[src/rtl/adc_sample_sequencer.sv]
// Scans enabled AMUX channels with per-channel settle, runs the ADC start/done handshake and queues {channel,sample} words.
// All outputs registered; a push into a full FIFO with no same-cycle pop is dropped and flagged as overflow.
module adc_sample_sequencer #(
  parameter int DATA_WIDTH    = 32,
  parameter int SAMPLE_WIDTH  = 12,
  parameter int NUM_CH        = 4,
  parameter int FIFO_DEPTH    = 8,
  parameter int SETTLE_CYCLES = 4,
  parameter int CONV_TIMEOUT  = 255,
  localparam int CH_W         = (NUM_CH > 1) ? $clog2(NUM_CH) : 1
) (
  input  logic                    clk,
  input  logic                    reset,
  input  logic [DATA_WIDTH-1:0]   trig_word,
  input  logic [NUM_CH-1:0]       chan_mask,
  input  logic                    clr_flags,
  output logic [CH_W-1:0]         amux_sel,
  output logic                    adc_start,
  input  logic                    adc_done,
  input  logic [SAMPLE_WIDTH-1:0] adc_data,
  input  logic                    rd_en,
  output logic [DATA_WIDTH-1:0]   rd_data,
  output logic                    rd_valid,
  output logic [DATA_WIDTH-1:0]   status
);

  localparam int PTR_W = (FIFO_DEPTH > 1) ? $clog2(FIFO_DEPTH) : 1;
  localparam int CNT_W = $clog2(FIFO_DEPTH + 1);
  localparam int SET_W = $clog2(SETTLE_CYCLES + 1);
  localparam int TMO_W = $clog2(CONV_TIMEOUT + 1);
  localparam int ENT_W = 4 + SAMPLE_WIDTH;

  typedef enum logic [1:0] {S_IDLE, S_SETTLE, S_CONVERT, S_STORE} state_t;

  state_t                  state_q, state_d;
  logic                    trig_q;
  logic [NUM_CH-1:0]       mask_q, mask_d;
  logic [CH_W-1:0]         ch_q, ch_d;
  logic [SET_W-1:0]        set_cnt_q, set_cnt_d;
  logic [TMO_W-1:0]        tmo_cnt_q, tmo_cnt_d;
  logic [SAMPLE_WIDTH-1:0] sample_q, sample_d;
  logic                    start_q, start_d;
  logic [PTR_W-1:0]        wr_ptr_q, rd_ptr_q;
  logic [CNT_W-1:0]        cnt_q, cnt_d;
  logic [ENT_W-1:0]        mem [FIFO_DEPTH];
  logic [DATA_WIDTH-1:0]   rd_data_q, rd_word;
  logic                    rd_valid_q;
  logic                    ovf_q, tmo_q, done_q, err_q;
  logic                    ovf_d, tmo_d, done_d, err_d;
  logic [DATA_WIDTH-1:0]   status_q, status_d;

  logic                    trig_rise, advance;
  logic                    err_set, tmo_set, done_set, ovf_set;
  logic                    pop, push, push_req, full;
  logic [CH_W-1:0]         start_ch, wrap_ch, next_ch;
  logic                    has_next;
  logic [ENT_W-1:0]        rd_ent;
  logic                    unused_trig;

  assign unused_trig = ^trig_word[DATA_WIDTH-1:2];
  assign trig_rise   = trig_word[0] & ~trig_q;

  // Descending scan leaves the lowest qualifying index in each result.
  always_comb begin
    start_ch = '0;
    wrap_ch  = '0;
    next_ch  = '0;
    has_next = 1'b0;
    for (int i = NUM_CH - 1; i >= 0; i--) begin
      if (chan_mask[i]) start_ch = CH_W'(i);
      if (mask_q[i])    wrap_ch  = CH_W'(i);
      if (mask_q[i] && (CH_W'(i) > ch_q)) begin
        next_ch  = CH_W'(i);
        has_next = 1'b1;
      end
    end
  end

  always_comb begin
    state_d   = state_q;
    mask_d    = mask_q;
    ch_d      = ch_q;
    set_cnt_d = set_cnt_q;
    tmo_cnt_d = tmo_cnt_q;
    sample_d  = sample_q;
    start_d   = 1'b0;
    err_set   = 1'b0;
    tmo_set   = 1'b0;
    done_set  = 1'b0;
    advance   = 1'b0;
    case (state_q)
      S_IDLE: begin
        if (trig_rise) begin
          mask_d = chan_mask;
          if (chan_mask == '0) begin
            err_set = 1'b1;
          end else begin
            ch_d      = start_ch;
            set_cnt_d = '0;
            state_d   = S_SETTLE;
          end
        end
      end
      S_SETTLE: begin
        if (set_cnt_q == SET_W'(SETTLE_CYCLES - 1)) begin
          state_d   = S_CONVERT;
          start_d   = 1'b1;
          tmo_cnt_d = '0;
        end else begin
          set_cnt_d = set_cnt_q + SET_W'(1);
        end
      end
      S_CONVERT: begin
        // A done coinciding with the start pulse (count 0) is not accepted.
        if ((tmo_cnt_q != '0) && adc_done) begin
          sample_d = adc_data;
          state_d  = S_STORE;
        end else if (tmo_cnt_q == TMO_W'(CONV_TIMEOUT)) begin
          tmo_set = 1'b1;
          advance = 1'b1;
        end else begin
          tmo_cnt_d = tmo_cnt_q + TMO_W'(1);
        end
      end
      S_STORE: advance = 1'b1;
      default: state_d = S_IDLE;
    endcase

    if (advance) begin
      set_cnt_d = '0;
      if (has_next) begin
        ch_d    = next_ch;
        state_d = S_SETTLE;
      end else if (trig_word[1] && trig_word[0]) begin
        ch_d    = wrap_ch;
        state_d = S_SETTLE;
      end else begin
        state_d  = S_IDLE;
        done_set = 1'b1;
      end
    end
  end

  always_comb begin
    full     = (cnt_q == CNT_W'(FIFO_DEPTH));
    pop      = rd_en && (cnt_q != '0);
    push_req = (state_q == S_STORE);
    push     = push_req && (!full || pop);
    ovf_set  = push_req && full && !pop;
    cnt_d    = cnt_q + CNT_W'(push) - CNT_W'(pop);

    rd_ent                         = mem[rd_ptr_q];
    rd_word                        = '0;
    rd_word[SAMPLE_WIDTH-1:0]      = rd_ent[SAMPLE_WIDTH-1:0];
    rd_word[19:16]                 = rd_ent[ENT_W-1:SAMPLE_WIDTH];

    // Set events take priority over a same-cycle clear.
    ovf_d  = ovf_set  | (ovf_q  & ~clr_flags);
    tmo_d  = tmo_set  | (tmo_q  & ~clr_flags);
    done_d = done_set | (done_q & ~clr_flags);
    err_d  = err_set  | (err_q  & ~clr_flags);

    status_d        = '0;
    status_d[0]     = (state_d != S_IDLE);
    status_d[1]     = (cnt_d == '0);
    status_d[2]     = (cnt_d == CNT_W'(FIFO_DEPTH));
    status_d[3]     = ovf_d;
    status_d[4]     = tmo_d;
    status_d[5]     = done_d;
    status_d[6]     = err_d;
    status_d[11:8]  = 4'(ch_d);
    status_d[19:16] = (CNT_W > 4 && cnt_d > CNT_W'(15)) ? 4'hF : 4'(cnt_d);
  end

  always_ff @(posedge clk) begin
    if (reset) begin
      state_q    <= S_IDLE;
      trig_q     <= 1'b0;
      mask_q     <= '0;
      ch_q       <= '0;
      set_cnt_q  <= '0;
      tmo_cnt_q  <= '0;
      sample_q   <= '0;
      start_q    <= 1'b0;
      wr_ptr_q   <= '0;
      rd_ptr_q   <= '0;
      cnt_q      <= '0;
      rd_data_q  <= '0;
      rd_valid_q <= 1'b0;
      ovf_q      <= 1'b0;
      tmo_q      <= 1'b0;
      done_q     <= 1'b0;
      err_q      <= 1'b0;
      status_q   <= DATA_WIDTH'(2);
    end else begin
      state_q    <= state_d;
      trig_q     <= trig_word[0];
      mask_q     <= mask_d;
      ch_q       <= ch_d;
      set_cnt_q  <= set_cnt_d;
      tmo_cnt_q  <= tmo_cnt_d;
      sample_q   <= sample_d;
      start_q    <= start_d;
      cnt_q      <= cnt_d;
      rd_valid_q <= pop;
      ovf_q      <= ovf_d;
      tmo_q      <= tmo_d;
      done_q     <= done_d;
      err_q      <= err_d;
      status_q   <= status_d;
      if (push) wr_ptr_q <= wr_ptr_q + PTR_W'(1);
      if (pop) begin
        rd_ptr_q  <= rd_ptr_q + PTR_W'(1);
        rd_data_q <= rd_word;
      end
    end
  end

  always_ff @(posedge clk) begin
    if (push) mem[wr_ptr_q] <= {4'(ch_q), sample_q};
  end

  assign amux_sel  = ch_q;
  assign adc_start = start_q;
  assign rd_data   = rd_data_q;
  assign rd_valid  = rd_valid_q;
  assign status    = status_q;

endmodule

[config.mk]
export PLATFORM = sky130hd
export DESIGN_NAME = adc_sample_sequencer
export DESIGN_NICKNAME = d
export VERILOG_FILES = /design/src/rtl/adc_sample_sequencer.sv
export SDC_FILE = /design/constraint.sdc
export NUM_CORES = 1
export LEC_CHECK = 0
export BUFFER_PORTS_ARGS = -buffer_cell sky130_fd_sc_hd__clkbuf_2
export CAP_MARGIN = 20
export CORE_MARGIN = 1
export CORE_UTILIZATION = 27
export DETAILED_ROUTE_END_ITERATION = 8
export PLACE_DENSITY = 0.54
export SLEW_MARGIN = 10
export SYNTH_ARGS = -nofsm -noshare
export SYNTH_HDL_FRONTEND = slang
export SYNTH_SLANG_ARGS = --single-unit
[constraint.sdc]
create_clock -name clk -period 3.2 [get_ports clk]
set_input_delay 0.64 -clock clk [delete_from_list [all_inputs] [get_ports clk]]
set_output_delay 0.64 -clock clk [all_outputs]
set_load 0.01 [all_outputs]
After elaboration in Yosys (flattened, before gate mapping)
Memory sizes are Yosys's and may differ from the RTL's. A register that Yosys moved wholly into a read port is not among the register bits.
Cells that the tools add are included.
- add/sub/neg operators: 6
- magnitude comparators: 4
- eq/ne operators: 13
- muxes and demuxes: 51
- bitwise operators: 12
- reductions and logical operators: 27
- operators with widths (cell ; count):
    $mux W2 ; 23
    $mux W8 ; 3
    $mux W1 ; 18
    $pmux W8 S2 ; 1
    $ne A2 B2 Y1 const B ; 6
    $logic_and A1 B1 Y1 ; 10
    $add A3 B1 Y3 const B ; 3
    $mux W3 ; 3
    $add A8 B1 Y8 const B ; 1
    $eq A4 B4 Y1 const B ; 2
    $eq A8 B8 Y1 const B ; 1
    $logic_not A4 Y1 ; 2
    $reduce_and A4 Y1 ; 2
    $reduce_bool A8 Y1 ; 1
    $pmux W2 S3 ; 1
    $pmux W3 S2 ; 1
    $reduce_bool A2 Y1 ; 3
    $and A1 B1 Y1 ; 5
    $add A4 B1 Y4 ; 1
    $eq A2 B2 Y1 const B ; 2
    $gt A1 B2 Y1 const A ; 2
    $gt A2 B2 Y1 const A ; 2
    $or A1 B1 Y1 ; 4
    $reduce_and A2 Y1 ; 2
    10 further kinds ; 14
- bits in registers: 96
- bits in writable memories: 112
- input bits: 53
- logic and storage cells: 133
- memories: 1
- memories (memory ; depth ; width ; read ports ; clocked after memory_dff ; write ports ; line ; text):
    mem ; 8 ; 14 ; 1 ; 1 ; 1 ; 45 ; logic [ENT_W-1:0] mem [FIFO_DEPTH];

Logic depth before layout (Yosys ltp)
- depth after elaboration: 10
- depth in mapped cells: 12
- mapped depth without buffers: 12

Worst setup path after synthesis
No wires, ideal clock.
- kind: register to register
- from: register cnt_q[2]
- to: memory mem[2][0] in the netlist's numbering, enable pin
- setup time: 0.427 ns
- data arrival time: 2.656 ns
- path slack: 0.117 ns
- cell stages (with the launch flop): 7
- period minus slack after synthesis: 3.083 ns
- cell sequence: dfxtp_1 -> inv_1 -> ha_1 -> nand2b_1 -> nand3_1 -> nand3_1 -> nor4b_1
- word-level cells in the longest chain between the ends: 6
- RTL lines (what ; line ; text):
    start: declaration ; 44 ; logic [CNT_W-1:0] cnt_q, cnt_d;
    start signal: assignment ; 204 ; cnt_q <= cnt_d;
    $eq A4 B4 Y1 or $reduce_bool A4 Y1 (tied branches) ; 145, 146 ;
    $logic_not A1 Y1 or $logic_and A1 B1 Y1 (tied branches) ; 148, 146 ;
    $logic_or A1 B1 Y1 * ; 148 ; push = push_req && (!full || pop);
    $logic_and A1 B1 Y1 * ; 148 ;
    $mux W1 * ; 220 ; if (push) mem[wr_ptr_q] <= {4'(ch_q), sample_q};
    $mux W1 (not written as such) * ; 220 ;
    end: declaration ; 45 ;
Every way passes the cells marked *; elsewhere a longest branch is shown, timed or not.

Worst setup path in the final report
- from: register cnt_q[2]
- to: register status_q[2], in the netlist status[2]
- word-level cells in the longest chain between the ends: 7
- RTL lines (what ; line ; text):
    $eq A4 B4 Y1 or $reduce_bool A4 Y1 (tied branches) ; 145, 146 ;
    $logic_not A1 Y1 or $logic_and A1 B1 Y1 (tied branches) ; 148, 146 ;
    $logic_or A1 B1 Y1 ; 148 ;
    $logic_and A1 B1 Y1 ; 148 ;
    $add A4 B1 Y4 ; 150 ; cnt_d = cnt_q + CNT_W'(push) - CNT_W'(pop);
    $sub A4 B1 Y4 * ; 150 ;
    $eq A4 B4 Y1 * ; 166 ; status_d[2] = (cnt_d == CNT_W'(FIFO_DEPTH));
    end signal: assignment ; 210 ; status_q <= status_d;
    end: declaration ; 50 ; logic [DATA_WIDTH-1:0] status_q, status_d;
Marks and branches as above.
A chain may end at the register's enable or synchronous reset.

==> impl_metrics.py <==
metrics = {
    "status": {
        "status": "finished, final reports clean",
    },
    "setup_path": {
        "cpMostUsedCell": "nand3_1",
        "endpoint_kind": "flop",
        "worst_path_max_delay_cell": "fa_1",
        "worstSetupPathType": "reg2reg",
        "cp_num_buf_inv": 2,
        "cp.required_ns": 3.54,
        "arrival_ns": 2.80,
        "reg2reg_slack_ns": 0.74,
        "slowest_delay_ns": 0.37,
        "cp-start-kind": "flop",
        "crit_fanout": 3,
        "cp_top_family": "adder cells",
        "cp_cell_sequence": "inv_1, ha_1, nand2b_1, nand3_1, nand3_1, o21ai_0, ha_1, inv_1, fa_1, xor2_1, nand3_1, nor3_1",
    },
    "timing": {
        "relSlewSlack_pct": 41.46,
        "clock_skew_ns": 0.008312,
        "fmax_ghz": 0.4068,
        "rsz0062_at_grt": "no",
        "worst_pin_slew_ns": 0.8770,
        "fin_crit_ns": 2.458,
        "setup_viol": 0,
        "slew_violations": 0,
        "finalHoldViolCount": 0,
        "fin_crit_sh_pct": 76.82,
        "final.setup.tns_ns": 0,
        "setup_ws_ns": 0.7418,
    },
    "cells_and_area": {
        "final_cell_mix": "edfxtp_1 (112), dfxtp_1 (64), clkbuf_2 (53), nor2_1 (46), conb_1 (37)",
        "nNetsFinal": 665,
        "area_growth_pct": 15.80,
        "fin_cells": 954,
        "fin_area_sq_um": 8600,
        "postLayoutCoreUtil_pct": 31.91,
        "num_antenna_cells": 0,
        "layout_commonest_cell": "edfxtp_1",
        "drive_gt1_share_pct": 23.65,
    },
    "floorplanning": {
        "coreArea_sq_um": 26950,
        "dieArea_sq_um": 28170,
        "rows": 60,
        "io_pins": 121,
        "fp.dieH_microns": 167.8,
        "initial_utilization_pct": 27.55,
        "die_w_microns": 167.8,
    },
    "global_routing": {
        "grt_pass1_vias": 4187,
        "grt_pass1_wl_mm": 23.00,
        "grt_max_degree": 59,
        "grt_overflow": 0,
        "grt_use_met1_pct": 13.55,
        "antenna_found_initial": 0,
        "met2_usage_pct": 18.08,
        "grtUsageTotal_pct": 10.77,
        "grt_use_met3_pct": 2.586,
        "grt-busiest-layer": "met2",
    },
    "power_and_ir_drop": {
        "p_switching_mw": 1.551,
        "pwr-share-comb_pct": 17.3,
        "power.internal_mw": 4.049,
        "p_leak_nw": 2.792,
        "p_seq_share_pct": 47.2,
        "switching_share_pct": 27.69,
        "p_per_area_nw_per_um2": 651.2,
        "clkPwrFrac_pct": 35.5,
        "ir_worst_vdd_mv": 0.3131,
    },
    "detailed_routing": {
        "wl_per_cell_microns": 15.25,
        "drt_iter0_markers": 285,
        "routed_wl_mm": 14.55,
        "vias": 4268,
        "postRouteAntennaNets": 0,
        "drt_first_pass_iters": 5,
        "drc": 0,
        "viasPerCell": 4.474,
    },
    "clock_tree": {
        "cts_buffer_depth": 2,
        "htreeDepth": 4,
        "hold_buffers": 0,
        "clk_pin_slew_ns": 0.07,
        "cts_made_buffers": 17,
        "tritoncts": "built",
        "post_cts_resized": 0,
        "cts_setup_buffers": 0,
        "cts_root_buf": "clkbuf_16",
        "clk_latency_ns": 0.42,
        "cts_sinks": 177,
    },
    "logic_synthesis": {
        "yosysWarnings": 0,
        "yosysTopAreaCellShare_pct": 45.29,
        "synth_edf_count": 112,
        "synthArstFlopShare_pct": 0,
        "ys_seq_area_share_pct": 62.81,
        "ys_seq_elements": 177,
        "yosys-top-cells-area": "edfxtp_1 (45%), dfxtp_1 (18%), mux4_2 (8.5%), buf_4 (4.3%), mux2i_1 (3.8%)",
        "yosysUniqueCellTypes": 59,
        "netlist_area_sq_um": 7426,
        "yosysTopAreaCell": "edfxtp_1",
        "syn_inst": 537,
        "synthFlopType": "edfxtp_1",
        "syn_avg_cell_area_sq_um": 13.83,
    },
    "run": {
        "maxCapViolCount": 0,
    },
    "place": {
        "place_inst": 922,
        "io_buffer_count": 53,
        "pre_cts_slack_ns": 0.6979,
        "place_area_sq_um": 8041,
        "dpl.hpwl_mm": 9.274,
        "place_congestion": 0.7421,
    },
    "worst_hold_path": {
        "hp-class": "in2reg",
    },
}
[power by group through the flow]
stage,clock network (mW),registers [mW],logic [mW]
after floorplan,0,2.68,0.737
after global placement,0,2.70,0.984
after detailed placement,0,2.70,0.988
after CTS,2.05,2.65,0.992
after global routing,2.12,2.67,1.09
final,1.99,2.64,0.971
[layer usage]
metal	wire, microns	vias up	part of all wire, %
li1	-	2067	-
met1	6794	2119	47
met2	7183	76	49
met3	435	6	3.0
met4	137	0	0.94
met5	0	-	0
[cells by family (layout without fill, tap and decap cells)]
logic type | after synthesis | after routing | synth area share, %
other | 1 | 37 | 0.05050
DFF | 177 | 177 | 62.81
muxes | 56 | 56 | 12.27
buffers and inverters | 85 | 125 | 6.571
AOI/OAI and AO/OA | 78 | 78 | 7.296
and+or+nand+nor | 123 | 123 | 8.290
adders and majority gates | 12 | 12 | 2.123
xor gates and xnor gates | 5 | 5 | 0.5898
[registers in the layout (all words and copies together) (netlist names), 2 cells and up]
register and cells:
mem 112, rd_data 14, sample_q 12, status 8, tmo_cnt_q 8, cnt_q 4
mask_q 4, rd_ptr_q 3, set_cnt_q 3, wr_ptr_q 3, state_q 2
[through the flow]
step | hold slack [ns] | power [mW]
after CTS | 0.4317 | 5.692
after floorplan | 0.4363 | 3.414
final | 0.4515 | 5.600
after global routing | 0.4366 | 5.878
after global placement | 0.4475 | 3.682
after detailed placement | 0.4496 | 3.689
[tightest hold or removal path, stage by stage]
cell      delay [ns]
clkbuf_2        0.07
mux2i_1         0.05
nor2_1          0.07
[cells in the mapped netlist (3+ instances only)]
library cell / number
nor4b_1: 5
nand3_1: 8
inv_1: 18
nor2b_1: 3
xnor2_1: 3
mux4_2: 28
edfxtp_1: 112
nand2b_1: 5
ha_1: 11
buf_2: 6
o31ai_1: 5
a21oi_1: 19
clkbuf_1: 17
buf_4: 43
nor3_1: 10
o21a_1: 5
dfxtp_1: 65
mux2i_1: 28
a211oi_1: 16
nor4_1: 5
nor2_1: 46
o21ai_0: 6
nand2_1: 21
or3_1: 3
[final timing paths]
| check | from | endpoint | cells past startpoint |
|---|---|---|---|
| min | adc_data[11] | sample_q[11]$_SDFFE_PP0P_ | 3 |
| max reg2reg | cnt_q[2]$_SDFF_PP0_ | status[2]$_SDFF_PP0_ | 12 |
| min reg2reg | mask_q[2]$_SDFFE_PP0P_ | mask_q[2]$_SDFFE_PP0P_ | 2 |
| max | cnt_q[2]$_SDFF_PP0_ | status[2]$_SDFF_PP0_ | 12 |
[cell type report]
class | count | area (sq um)
clock inverters | 12 | 121.4
well taps | 341 | 426.7
fillers | 2666 | 18350
inverters | 18 | 67.56
multi-input cells | 311 | 2451
flip-flops and latches | 177 | 4666
clock buffers | 20 | 436.7
repair buffers | 75 | 430.4
No activity file was read; power rests on OpenSTA's default activity.
